===== config.mk =====
export PLATFORM = sky130hd
export DESIGN_NAME = uart_tx_arbiter
export DESIGN_NICKNAME = d
export VERILOG_FILES = /design/src/rtl/uart_arb_pkg.sv /design/src/rtl/uart_tx_arbiter_rr.sv /design/src/rtl/uart_tx_arbiter.sv
export SDC_FILE = /design/constraint.sdc
export NUM_CORES = 1
export LEC_CHECK = 0
export CAP_MARGIN = 20
export CORE_MARGIN = 2
export CORE_UTILIZATION = 47
export DETAILED_ROUTE_END_ITERATION = 16
export PLACE_DENSITY = 0.78
export SLEW_MARGIN = 20
export SYNTH_ARGS = -nofsm -noshare
export SYNTH_HDL_FRONTEND = slang
export SYNTH_HIERARCHICAL = 1
export SYNTH_SLANG_ARGS = --single-unit

===== constraint.sdc =====
create_clock -name clk -period 2.38 [get_ports clk]
set_clock_uncertainty 0.05 [all_clocks]
set_input_delay 0.357 -clock clk [delete_from_list [all_inputs] [get_ports clk]]
set_output_delay 0.357 -clock clk [all_outputs]
set_load 0.01 [all_outputs]

===== src/rtl/uart_arb_pkg.sv =====
// Shared types and sizing helpers for the uart_tx arbiter.
// Counter width covers the larger of the gap length and the start timeout.
package uart_arb_pkg;

  typedef enum logic [2:0] {
    IDLE,
    LOAD,
    WAIT_BUSY,
    WAIT_DONE,
    GAP
  } state_t;

  localparam int DEF_GAP_CYCLES = 255;
  localparam int DEF_START_TO   = 64;

  function automatic int cnt_width(input int gap_cycles, input int start_to);
    int top;
    top = (gap_cycles > start_to) ? gap_cycles : start_to;
    return (top < 1) ? 1 : $clog2(top + 1);
  endfunction

endpackage


===== src/rtl/uart_tx_arbiter_rr.sv =====
// Combinational round-robin pick: first asserted request after ptr, wrapping.
// Produces both the winning index and its one-hot form.
module rr_arbiter #(
  parameter int NUM_REQ = 2,
  parameter int IDX_W   = 1
) (
  input  logic [NUM_REQ-1:0] req,
  input  logic [IDX_W-1:0]   ptr,
  output logic               any,
  output logic [IDX_W-1:0]   idx,
  output logic [NUM_REQ-1:0] onehot
);

  logic [NUM_REQ-1:0] rot;
  int                 pos;

  // Rotate so bit 0 is the source just after ptr; lowest set bit then wins.
  always_comb begin
    any = 1'b0;
    pos = 0;
    rot = NUM_REQ'({req, req} >> (int'(ptr) + 1));
    for (int j = NUM_REQ - 1; j >= 0; j--) begin
      if (rot[j]) begin
        any = 1'b1;
        pos = j;
      end
    end
    idx = IDX_W'((int'(ptr) + 1 + pos) % NUM_REQ);
  end

  genvar gi;
  generate
    for (gi = 0; gi < NUM_REQ; gi++) begin : g_onehot
      assign onehot[gi] = any && (idx == IDX_W'(gi));
    end
  endgenerate

endmodule


===== src/rtl/uart_tx_arbiter.sv =====
// Packet-granular round-robin sharing of one uart_tx byte transmitter.
// Sequences tx_pluse/tx_data, tracks synchronised busy edges, gap and start timeout.
module uart_tx_arbiter
  import uart_arb_pkg::*;
#(
  parameter int NUM_REQ    = 2,
  parameter int IDX_W      = $clog2(NUM_REQ),
  parameter int GAP_CYCLES = DEF_GAP_CYCLES,
  parameter int START_TO   = DEF_START_TO
) (
  input  logic                   clk,
  input  logic                   rstn,
  input  logic [NUM_REQ-1:0]     req_valid,
  input  logic [NUM_REQ*8-1:0]   req_data,
  input  logic [NUM_REQ-1:0]     req_last,
  output logic [NUM_REQ-1:0]     req_ready,
  output logic [7:0]             tx_data,
  output logic                   tx_pluse,
  input  logic                   tx_busy,
  output logic [IDX_W-1:0]       grant_idx,
  output logic                   locked,
  output logic                   err_timeout
);

  localparam int CNT_W = cnt_width(GAP_CYCLES, START_TO);
  localparam logic [CNT_W-1:0] CNT_MAX  = CNT_W'((GAP_CYCLES > START_TO) ? GAP_CYCLES : START_TO);
  localparam logic [CNT_W-1:0] TO_LAST  = CNT_W'(START_TO - 1);
  localparam logic [CNT_W-1:0] GAP_LAST = CNT_W'((GAP_CYCLES > 0) ? GAP_CYCLES - 1 : 0);

  state_t               state_reg, state_next;
  logic                 busy_d0, busy_d1;
  logic                 busy_rise, busy_fall;
  logic [CNT_W-1:0]     cnt_reg, cnt_next;
  logic [IDX_W-1:0]     ptr_reg, ptr_next;
  logic [7:0]           tx_data_next;
  logic                 tx_pluse_next;
  logic [NUM_REQ-1:0]   req_ready_next;
  logic [IDX_W-1:0]     grant_next;
  logic                 locked_next;
  logic                 err_next;

  logic [7:0]           src_data [NUM_REQ];
  logic [NUM_REQ-1:0]   owner_onehot;
  logic [NUM_REQ-1:0]   arb_onehot;
  logic [NUM_REQ-1:0]   sel_onehot;
  logic [IDX_W-1:0]     arb_idx, sel_idx;
  logic                 arb_any, sel_valid, sel_last;
  logic                 timeout_hit;

  genvar gi;
  generate
    for (gi = 0; gi < NUM_REQ; gi++) begin : g_src
      assign src_data[gi]     = req_data[8*gi +: 8];
      assign owner_onehot[gi] = (grant_idx == IDX_W'(gi));
    end
  endgenerate

  rr_arbiter #(
    .NUM_REQ (NUM_REQ),
    .IDX_W   (IDX_W)
  ) u_rr (
    .req    (req_valid),
    .ptr    (ptr_reg),
    .any    (arb_any),
    .idx    (arb_idx),
    .onehot (arb_onehot)
  );

  // While a packet is open only the owner is considered; others are invisible.
  assign sel_idx    = locked ? grant_idx : arb_idx;
  assign sel_valid  = locked ? req_valid[grant_idx] : arb_any;
  assign sel_onehot = locked ? owner_onehot : arb_onehot;
  assign sel_last   = req_last[sel_idx];

  assign busy_rise   = busy_d0 & ~busy_d1;
  assign busy_fall   = ~busy_d0 & busy_d1;
  assign timeout_hit = (state_reg == WAIT_BUSY) && !busy_rise && (cnt_reg == TO_LAST);

  always_ff @(posedge clk) begin
    if (!rstn) begin
      state_reg <= IDLE;
    end else begin
      state_reg <= state_next;
    end
  end

  always_comb begin
    state_next = state_reg;
    case (state_reg)
      IDLE:      if (sel_valid) state_next = LOAD;
      LOAD:      state_next = WAIT_BUSY;
      WAIT_BUSY: begin
        if (busy_rise)        state_next = WAIT_DONE;
        else if (timeout_hit) state_next = (GAP_CYCLES == 0) ? IDLE : GAP;
      end
      WAIT_DONE: if (busy_fall) state_next = (GAP_CYCLES == 0) ? IDLE : GAP;
      GAP:       if (cnt_reg == GAP_LAST) state_next = IDLE;
      default:   state_next = IDLE;
    endcase
  end

  // Outputs are registered: the IDLE decision loads them so they show during LOAD.
  always_comb begin
    tx_data_next   = tx_data;
    tx_pluse_next  = 1'b0;
    req_ready_next = '0;
    grant_next     = grant_idx;
    locked_next    = locked;
    ptr_next       = ptr_reg;
    err_next       = timeout_hit;
    if (state_reg == IDLE && sel_valid) begin
      grant_next     = sel_idx;
      tx_data_next   = src_data[sel_idx];
      tx_pluse_next  = 1'b1;
      req_ready_next = sel_onehot;
      if (sel_last) begin
        locked_next = 1'b0;
        ptr_next    = sel_idx;
      end else begin
        locked_next = 1'b1;
      end
    end
    // Counter restarts at LOAD (start timeout) and at GAP entry; saturates otherwise.
    if (state_next == LOAD || (state_next == GAP && state_reg != GAP)) begin
      cnt_next = '0;
    end else if (cnt_reg != CNT_MAX) begin
      cnt_next = cnt_reg + 1'b1;
    end else begin
      cnt_next = cnt_reg;
    end
  end

  always_ff @(posedge clk) begin
    if (!rstn) begin
      busy_d0     <= 1'b0;
      busy_d1     <= 1'b0;
      cnt_reg     <= '0;
      ptr_reg     <= IDX_W'(NUM_REQ - 1);
      tx_data     <= '0;
      tx_pluse    <= 1'b0;
      req_ready   <= '0;
      grant_idx   <= '0;
      locked      <= 1'b0;
      err_timeout <= 1'b0;
    end else begin
      busy_d0     <= tx_busy;
      busy_d1     <= busy_d0;
      cnt_reg     <= cnt_next;
      ptr_reg     <= ptr_next;
      tx_data     <= tx_data_next;
      tx_pluse    <= tx_pluse_next;
      req_ready   <= req_ready_next;
      grant_idx   <= grant_next;
      locked      <= locked_next;
      err_timeout <= err_next;
    end
  end

endmodule

== Yosys cells after proc, flatten, opt, wreduce, memory -nomap -nowiden ==
Index checks and enable logic that the tools add are counted.
Storage, ports and cells
  word-level logic and storage cells: 70
  bits in latches: 0
  memory bits (writable): 0
  memories kept: 0
  bits in registers: 28
  bits in read-only memories: 0
  output and inout port bits: 14
  input port bits: 23
Cells by class
  shift operators: 1
  order comparisons: 3
  reduce and logical (&&, ||, !) cells: 12
  div/mod/pow operators: 0
  $mul: 0
  bitwise logic cells: 8
  multiplexer cells: 22
  eq/ne operators: 10
  $add $sub $neg: 3
Operators with widths (count)
  two-way mux 8 bit: 3
  two-way mux 3 bit: 5
  case mux 3 bit (5 select lines): 1
  two-way mux 1 bit: 12
  adder 8 x 1 -> 8 bit (second input constant): 1
  equality test 8 x 6 -> 1 bit (second input constant): 1
  equality test 8 bit (second input constant): 1
  inequality test 8 bit (second input constant): 1
  equality test 3 x 1 -> 1 bit (second input constant): 2
  equality test 3 x 2 -> 1 bit (second input constant): 2
  equality test 3 bit (second input constant): 2
  logical AND 1 bit: 6
  NOT 1 bit: 5
  less-than comparator 1 x 2 -> 1 bit (second input constant): 2
  AND reduction 2 bit: 2
  >> shifter 4 x 2 -> 2 bit: 1
  logical NOT 3 bit: 1
  inequality test 3 bit (second input constant): 1
  adder 1 x 1 -> 2 bit (second input constant): 1
  AND 1 bit: 2
  greater-or-equal comparator 2 bit (second input constant): 1
  two-way mux 2 bit: 1
  NOT 1 -> 2 bit: 1
  OR reduction 2 bit: 1
  3 further kinds: 3

== Logic depth before layout (Yosys ltp) ==
Gate-level depths: netlist (run 1).
  depth after elaboration: 12
  depth in mapped cells: 7
  mapped depth without buffers: 6

== Modules after synthesis ==
Netlist (run 1), hierarchy kept.
By module, submodules not included
  uart_tx_arbiter: cells each 143, area an instance 1327.5 um^2, instances 1, sequential area each 560.5 um^2
  rr_arbiter: cells each 6, area an instance 37.5 um^2, instances 1, sequential area each 0.0 um^2

== Least setup slack after synthesis (run 1) ==
OpenSTA, ideal clock, no wires.
  path type: register to register
  start point: register state_reg[0]
  end point: register cnt_reg[6]
  required time: 2.200 ns
  buffers on the path: 1
  stages on the path, launching flop included: 7
  path slack: 0.640 ns
  library setup time: 0.130 ns
  period minus slack after synthesis: 1.740 ns
  arrival: 1.560 ns
  cells stage by stage: dfxtp_1 -> buf_2 -> or3_4 -> a211oi_4 -> a21oi_2 -> a32oi_4 -> nor3_1
Between the ends
  word-level cells in the longest chain between the ends: 10
  elaborated cells on any way between the ends: 19
  classes of those cells: 7 x eq/ne; 6 x mux; 6 x reduce/logical
Ends and longest elaborated chain
  start, declared: line uart_tx_arbiter.sv:30  | state_t state_reg, state_next;
  start signal, assigned: line uart_tx_arbiter.sv:83  | state_reg <= state_next;
  equality test 3 x 2 -> 1 bit: line uart_tx_arbiter.sv:77, uart_tx_arbiter.sv:89
  logical AND 1 bit (2 in a row): line uart_tx_arbiter.sv:77  | assign timeout_hit = (state_reg == WAIT_BUSY) && !busy_rise && (cnt_reg == TO_LAST);
  two-way mux 3 bit: line uart_tx_arbiter.sv:94  | else if (timeout_hit) state_next = (GAP_CYCLES == 0) ? IDLE : GAP;
  two-way mux 3 bit: line uart_tx_arbiter.sv:93  | if (busy_rise) state_next = WAIT_DONE;
  case mux 3 bit (5 select lines): line uart_tx_arbiter.sv:89  | case (state_reg)
  equality test 3 bit: line uart_tx_arbiter.sv:124  | if (state_next == LOAD || (state_next == GAP && state_reg != GAP)) begin
  logical AND 1 bit: line uart_tx_arbiter.sv:124
  logical OR 1 bit *: line uart_tx_arbiter.sv:124
  OR reduction 2 bit (no line) *
  end signal, assigned: line uart_tx_arbiter.sv:148  | cnt_reg <= cnt_next;
  end, declared: line uart_tx_arbiter.sv:33  | logic [CNT_W-1:0] cnt_reg, cnt_next;
Every way passes the cells marked *; elsewhere a longest branch is shown, timed or not.
A chain may end at the register's enable or synchronous reset.

== Final worst setup path (run 1) ==
  start point: register cnt_reg[1]
  end point: register cnt_reg[6]
Between the ends
  word-level cells in the longest chain between the ends: 9
  elaborated cells on any way between the ends: 14
  classes of those cells: 1 x add/sub; 5 x eq/ne; 4 x mux; 4 x reduce/logical
Ends and longest elaborated chain (line)
  equality test 8 x 6 -> 1 bit: uart_tx_arbiter.sv:77
  logical AND 1 bit: uart_tx_arbiter.sv:77
  two-way mux 3 bit: uart_tx_arbiter.sv:94
  two-way mux 3 bit: uart_tx_arbiter.sv:93
  case mux 3 bit (5 select lines): uart_tx_arbiter.sv:89
  equality test 3 bit: uart_tx_arbiter.sv:124
  logical AND 1 bit: uart_tx_arbiter.sv:124
  logical OR 1 bit: uart_tx_arbiter.sv:124
  OR reduction 2 bit (no line)
Several ways; a longest one is shown, not always the timed one.

==> impl_results.md, run 1 <==
- Status: completed
- Unrepaired setup endpoints after global routing: no
- R2r setup slk: between 0.3 and 0.4 ns
- Post-place setup slack: 0.262 ns
- Fin. Hold Viols: 0
- CP Max Fanout: 8
- Layout Nets: about 210
- Hold buffer count at CTS: 0
- Largest net degree at the start of global routing: 23
- Dpl hpwl: 2190 µm
- Area grow syn2layout: 30.2%
- GRT Total Usage: 17.8%
- Crit path DAT: 2.16 ns
- Final WS setup: 0.371 ns
- VDD IR max: 0.551 mV
- Switching power: 0.000439 W
- Highest clock rate: 0.498 GHz
- Die H: approximately 58 µm
- Max_slew headroom: about 67%
- Ratio of cells with drive above 1 in the final layout: 6.52%
- Final std cells w/o fill: 215
- DR vias: approximately 1200
- CTS root buf: clkbuf_4
- Synthesized flop and latch total: 28
- Die width: 57.9 µm
- Clk pwr share: 13.7%
- Mapped Area: 0.00137 mm²
- Clock sink count: 28
- Setup TNS: 0 ns
- Clk slew on worst S/H paths: 0.13 ns
- Worst setup path start: cnt_reg[1]
- Element type at the critical path start: flop
- Die ar.: around 0.0034 mm²
- Sequential power share: ~47%
- CTS tree: yes
- Total Routed Length: approximately 2800 µm
- Max-Cap Viols: 0
- Final Max Tran Viols: 0
- R2R depth: 6
- IO Count: 37
- Core area: 0.00276 mm²
- Worst setup path end: cnt_reg[6]
- Data required time of the critical path: between 2 and 3 ns
- Initial drt markers: 44
- Number of port buffers: 36
- Clock buffer depth: 2
- Grt total ovfl: 0
- Synth Warn #: 6
- Setup violations, final: 0
- # DRC: 0
- Num rows: 19
- Post-CTS repair timing setup buffer count: 0
- Num CTS Buffers: 3
- ANT cells: 0
- Syn_area_per_cell: a little over 9 µm²
- Pwr per Cell Area: 749 mW/mm²
- Syn_nets: 174
- Comb pwr share: between 30 and 40%
- Period minus WS final: about 2 ns
- DR pass1 iterations: 4
- Avg WL per Cell: 13.0 µm
- Routed Antenna Nets: 0
- Post-cts sizing count: 0
- Initial Util: 49.5%
- Initial antenna violation count: 0
- RD Place Congestion: 0.807
- Total power draw: 0.00133 W
- Hold crit path type: reg -> reg
- Vias per inst: between 5 and 6
- Static Leakage: 0.756 nW
- Int Power: 0.000892 W
- First-pass GRT wire length: 4780 µm
- Worst skew pair latency: 0.31 ns
- Switching Fraction: between 30 and 40%
- Number of library cell types mapped by synthesis: 36
- DP Cell Count: 212
- R2r endpoint: cnt_reg[6]
- WS Path Type: reg -> reg
- Type of element capturing the critical path: flop
- Vias in the first global route: 1078
- Register area share after synthesis: 41.1%
- Tcrit/Tclk final: about 84%
- Worst-Margin Slew: 0.500 ns
- Htree depth: 1
- Worst hold slack: 0.465 ns
- Worst R2R Start: cnt_reg[1]
- Mapped Cells: 149
Yosys cell counts:
master | n | area share, %
dfxtp_1 | 28 | 41
nand4_1 | 2 | 0.92
mux2i_1 | 13 | 9.5
or2_2 | 1 | 0.46
nand4b_1 | 1 | 0.64
a21boi_0 | 3 | 1.6
o211a_1 | 9 | 6.6
nand2b_1 | 2 | 0.92
and4b_1 | 1 | 0.73
nor2b_1 | 5 | 2.3
a21boi_1 | 1 | 0.55
clkbuf_1 | 3 | 0.82
a21oi_1 | 7 | 2.6
o21ai_1 | 1 | 0.37
ha_1 | 2 | 1.8
inv_1 | 6 | 1.6
nor2_1 | 19 | 5.2
buf_2 | 4 | 1.5
or3_4 | 1 | 0.82
a21oi_2 | 1 | 0.64
nand3_1 | 4 | 1.5
a31o_2 | 1 | 0.64
a32oi_4 | 1 | 2.0
o211ai_1 | 1 | 0.55
xor2_1 | 1 | 0.64
maj3_1 | 1 | 0.73
nand2_1 | 13 | 3.6
a211oi_4 | 1 | 1.5
nor3_1 | 1 | 0.37
o21ai_0 | 3 | 1.1
nor4_1 | 1 | 0.46
xnor2_1 | 3 | 1.9
nor4b_1 | 2 | 1.3
nor3b_1 | 1 | 0.55
and2_1 | 4 | 1.8
o32ai_1 | 1 | 0.64
per-layer routing:
layer / part of all wire [%] / global-route usage, % / wire length, µm
met4: 1.3 / 4.98 / 36
met2: 48 / 30.5 / 1340
met5: 0 / 0 / 0
met3: 2.9 / 2.01 / 80
met1: 48 / 23.8 / 1330
logic make-up (layout without fill, tap and decap cells):
| logic type | count (synthesis) | count (layout) | share of synthesized area [%] |
|---|---|---|---|
| simple gates | 58 | 58 | 21.5 |
| compound gates | 30 | 30 | 18.8 |
| flops | 28 | 28 | 41.1 |
| mux | 13 | 13 | 9.53 |
| buf+inv | 13 | 48 | 3.94 |
| xor+xnor | 4 | 4 | 2.57 |
| fa+ha+maj | 3 | 3 | 2.57 |
critical path, stage by stage, from the launching register on:
cell and delay (ns):
dfxtp_1 0.44, ha_1 0.24, nand4b_1 0.14, nor4b_1 0.32, o21ai_0 0.23, a32oi_4 0.40, nor3_1 0.10
cells in the final DEF (no fill, tap or decap), drive strengths merged, types with 3 or more instances in the layout:
cell type / instances
o21ai: 4
clkdlybuf4s50: 36
xnor2: 3
inv: 6
a21boi: 4
clkbuf: 3
buf: 3
nor2: 19
and2: 4
o211a: 9
nand3: 4
nand2: 13
a21oi: 8
dfxtp: 28
nor2b: 5
mux2i: 13
cell type report:
class                           instances  area, µm²
Clock buffer                            3       22.5
Timing Repair Buffer                   39        383
Multi-Input combinational cell        108        751
Inverter                                6       22.5
Fill cell                             233        980
Sequential cell                        28        561
Tap cell                               31       38.8
power groups by stage:
stage                     logic, W  registers [W]  clock network [W]
after global placement    0.000504       0.000630                  0
after floorplan           0.000319       0.000635                  0
after CTS                 0.000526       0.000627           0.000192
final                     0.000522       0.000627           0.000182
after detailed placement  0.000523       0.000638                  0
after global routing      0.000573       0.000640           0.000206
per-stage QoR:
stage	util [%]	cell area, µm²
2_1_floorplan	-	1370
3_3_place_gp	63.7	1760
3_5_place_dp	63.7	1760
4_1_cts	64.5	1780
5_1_grt	64.5	1780
6_report	64.5	1780
how the worst min path moves through the flow:
stage          startpoint          to  slack [ns]  cells after the start
3_3_place_gp   tx_data[0]  tx_data[0]        0.43                      1
2_1_floorplan     tx_busy     busy_d0        0.43                      1
6_report       tx_data[5]  tx_data[5]        0.47                      1
5_1_grt        tx_data[7]  tx_data[7]        0.48                      1
4_1_cts        tx_data[7]  tx_data[7]        0.47                      1
3_5_place_dp   tx_data[0]  tx_data[0]        0.44                      1
Power figures use the tool's default switching activity.
==> run 2: changes to the inputs <==
--- a/config.mk
+++ b/config.mk
@@ -7,9 +7,9 @@
 export LEC_CHECK = 0
 export CAP_MARGIN = 20
 export CORE_MARGIN = 2
-export CORE_UTILIZATION = 47
+export CORE_UTILIZATION = 43
 export DETAILED_ROUTE_END_ITERATION = 16
-export PLACE_DENSITY = 0.78
+export PLACE_DENSITY = 0.75
 export SLEW_MARGIN = 20
 export SYNTH_ARGS = -nofsm -noshare
 export SYNTH_HDL_FRONTEND = slang
==> constraint.sdc (replaced) <==
create_clock -name clk -period 1.6 [get_ports clk]
set_clock_uncertainty 0.05 [all_clocks]
set_input_delay 0.24 -clock clk [delete_from_list [all_inputs] [get_ports clk]]
set_output_delay 0.24 -clock clk [all_outputs]
set_load 0.01 [all_outputs]
==> run 2 against run 1 <==
Net effect: the flow now finishes with violations (negative setup slack); final cell count increased by 18%; highest routed layer unchanged; critical path type unchanged; routed wire length increased by 30%; die area increased by 8.7%; worst setup slack got worse by 0.49 ns; maximum frequency increased by 17%; largest cell class unchanged; sequential power increased by 45%; power increased by 70%; sequential cell count unchanged; hold slack got worse by 0.015 ns; combinational power increased by 110%; global-route usage increased by 1.5 points; register-to-register slack got worse by 0.49 ns.
==> impl_results.md, run 2 (synthesis gave the netlist of run 1 again) <==
- Clock buffer depth: 2 (unchanged)
- Period minus WS final: 1.72 ns (was 2.01 ns)
- Routed Antenna Nets: 0 (unchanged)
- Fin. Hold Viols: 0 (unchanged)
- Initial Util: 45.1% (was 49.5%)
- Layout Nets: 236 (was 211)
- Largest net degree at the start of global routing: 21 (was 23)
- Crit path DAT: 1.87 ns (was 2.16 ns)
- Clk slew on worst S/H paths: 0.14 ns (was 0.13 ns)
- Die width: 60.3 µm (was 57.9 µm)
- Post-layout util: 68.2% (was 64.5%)
- RD Place Congestion: 0.845 (was 0.807)
- Worst skew pair latency: 0.32 ns (was 0.31 ns)
- WS Path Type: reg -> reg (unchanged)
- Total Routed Length: 3620 µm (was 2790 µm)
- Max-Cap Viols: 0 (unchanged)
- CTS tree: yes (unchanged)
- Data required time of the critical path: 1.76 ns (was 2.54 ns)
- Core area: 0.00303 mm² (was 0.00276 mm²)
- GRT Total Usage: 19.4% (was 17.8%)
- # DRC: 0 (unchanged)
- Final Max Tran Viols: 0 (unchanged)
- Violated checks: negative setup slack
- First-pass GRT wire length: 5260 µm (was 4780 µm)
- Highest clock rate: 0.583 GHz (was 0.498 GHz)
- Setup TNS: -1.46 ns (was 0 ns)
- Pwr per Cell Area: 1100 mW/mm² (was 749 mW/mm²)
- Initial drt markers: 43 (was 44)
- Hold crit path type: in -> reg (was reg -> reg)
- Die H: 60.3 µm (was 57.9 µm)
- Dpl hpwl: 2550 µm (was 2190 µm)
- Worst-Margin Slew: 0.358 ns (was 0.500 ns)
- Most frequent cells in the layout: clkdlybuf4s50_1, buf_4, dfxtp_1 (was clkdlybuf4s50_1, dfxtp_1, nor2_1)
- Status: complete, but fails checks (was completed)
- Static Leakage: 0.901 nW (was 0.756 nW)
- Setup violations, final: 19 (was 0)
- Htree depth: 1 (unchanged)
- Tcrit/Tclk final: 107% (was 84.4%)
- CP Max Fanout: 8 (unchanged)
- VDD IR max: 0.597 mV (was 0.551 mV)
- Number of port buffers: 36 (unchanged)
- Num rows: 20 (was 19)
- Max_slew headroom: 76.2% (was 66.5%)
- Area grow syn2layout: 51.2% (was 30.2%)
- Initial antenna violation count: 0 (unchanged)
- Final instance area: 0.00206 mm² (was 0.00178 mm²)
- Num CTS Buffers: 3 (unchanged)
- Ratio of cells with drive above 1 in the final layout: 28.2% (was 6.52%)
- DR vias: 1313 (was 1155)
- Avg WL per Cell: 14.3 µm (was 13.0 µm)
- IO Count: 37 (unchanged)
- Grt total ovfl: 0 (unchanged)
- CTS root buf: clkbuf_4 (unchanged)
- Unrepaired setup endpoints after global routing: yes (was no)
- Most common cell after layout, fill and taps aside: clkdlybuf4s50_1 (unchanged)
- Element type at the critical path start: flop (unchanged)
- DR pass1 iterations: 4 (unchanged)
- Vias in the first global route: 1164 (was 1078)
- ANT cells: 0 (unchanged)
- Type of element capturing the critical path: flop (unchanged)
- Die ar.: 0.00364 mm² (was 0.00335 mm²)
- Clock sink count: 28 (unchanged)
- Placed cell area: 0.00192 mm² (was 0.00176 mm²)
- Vias per inst: 5.19 (was 5.37)
- Final WS setup: -0.116 ns (was 0.371 ns)
==> run 2: per-layer routing <==
layer  up-vias  wire (µm)  track usage, %
met1       639       1510            22.9
met4         0         19            4.76
li1        646          -               -
met5         -          0               0
met3         2        142            3.84
met2        26       1950            35.9
==> run 2: path summary, 6_finish.rpt <==
check                                   from          to  slack (ns)  depth (start not counted)
worst min register to register    tx_data[3]  tx_data[3]        0.47                          1
worst min-delay path                 tx_busy     busy_d0        0.45                          2
worst max-delay path            state_reg[0]  cnt_reg[5]       -0.12                          5
worst max register to register  state_reg[0]  cnt_reg[5]       -0.12                          5
==> run 2: critical path, stage by stage (launching register included) <==
cell and delay [ns]:
dfxtp_2 0.35, or3_4 0.40, a211oi_4 0.29, a21oi_2 0.09
a32oi_4 0.34, nor2_1 0.09
==> run 2: area by class of cell <==
type / count / area (µm²)
clock buffer: 3 / 22.5
multi-input combinational: 108 / 816
fill: 253 / 963
inverter: 6 / 22.5
timing repair buffer: 64 / 581
sequential: 28 / 568
tap: 44 / 55.1
==> run 2: what timing repair did <==
item / in CTS / in global routing
pin swaps: 8 / 6
setup endpoints to repair: 19 / 20
gates cloned: 0 / 3
resized for setup: 9 / 20
hold buffers: 0 / 0
buffers inserted: 0 / 4
==> run 2: where the power goes <==
group	internal, W	switching [W]	total (W)	leakage [nW]
clock	0.0000881	0.000188	0.000276	0.0138
combinational	0.000585	0.000496	0.00108	0.656
sequential	0.000828	0.0000806	0.000909	0.231
total	0.00150	0.000765	0.00227	0.901
==> run 2: per-stage QoR <==
| stage | instances | power (W) | worst slack [ns] | hold slack, ns |
|---|---|---|---|---|
| floorplan | 149 | 0.00143 | -0.0113 | 0.317 |
| global placement | 243 | 0.00178 | -0.280 | 0.430 |
| detailed placement | 243 | 0.00181 | -0.383 | 0.440 |
| CTS | 246 | 0.00210 | -0.0643 | 0.452 |
| global route | 253 | 0.00240 | -0.198 | 0.431 |
| finish | 253 | 0.00227 | -0.116 | 0.450 |
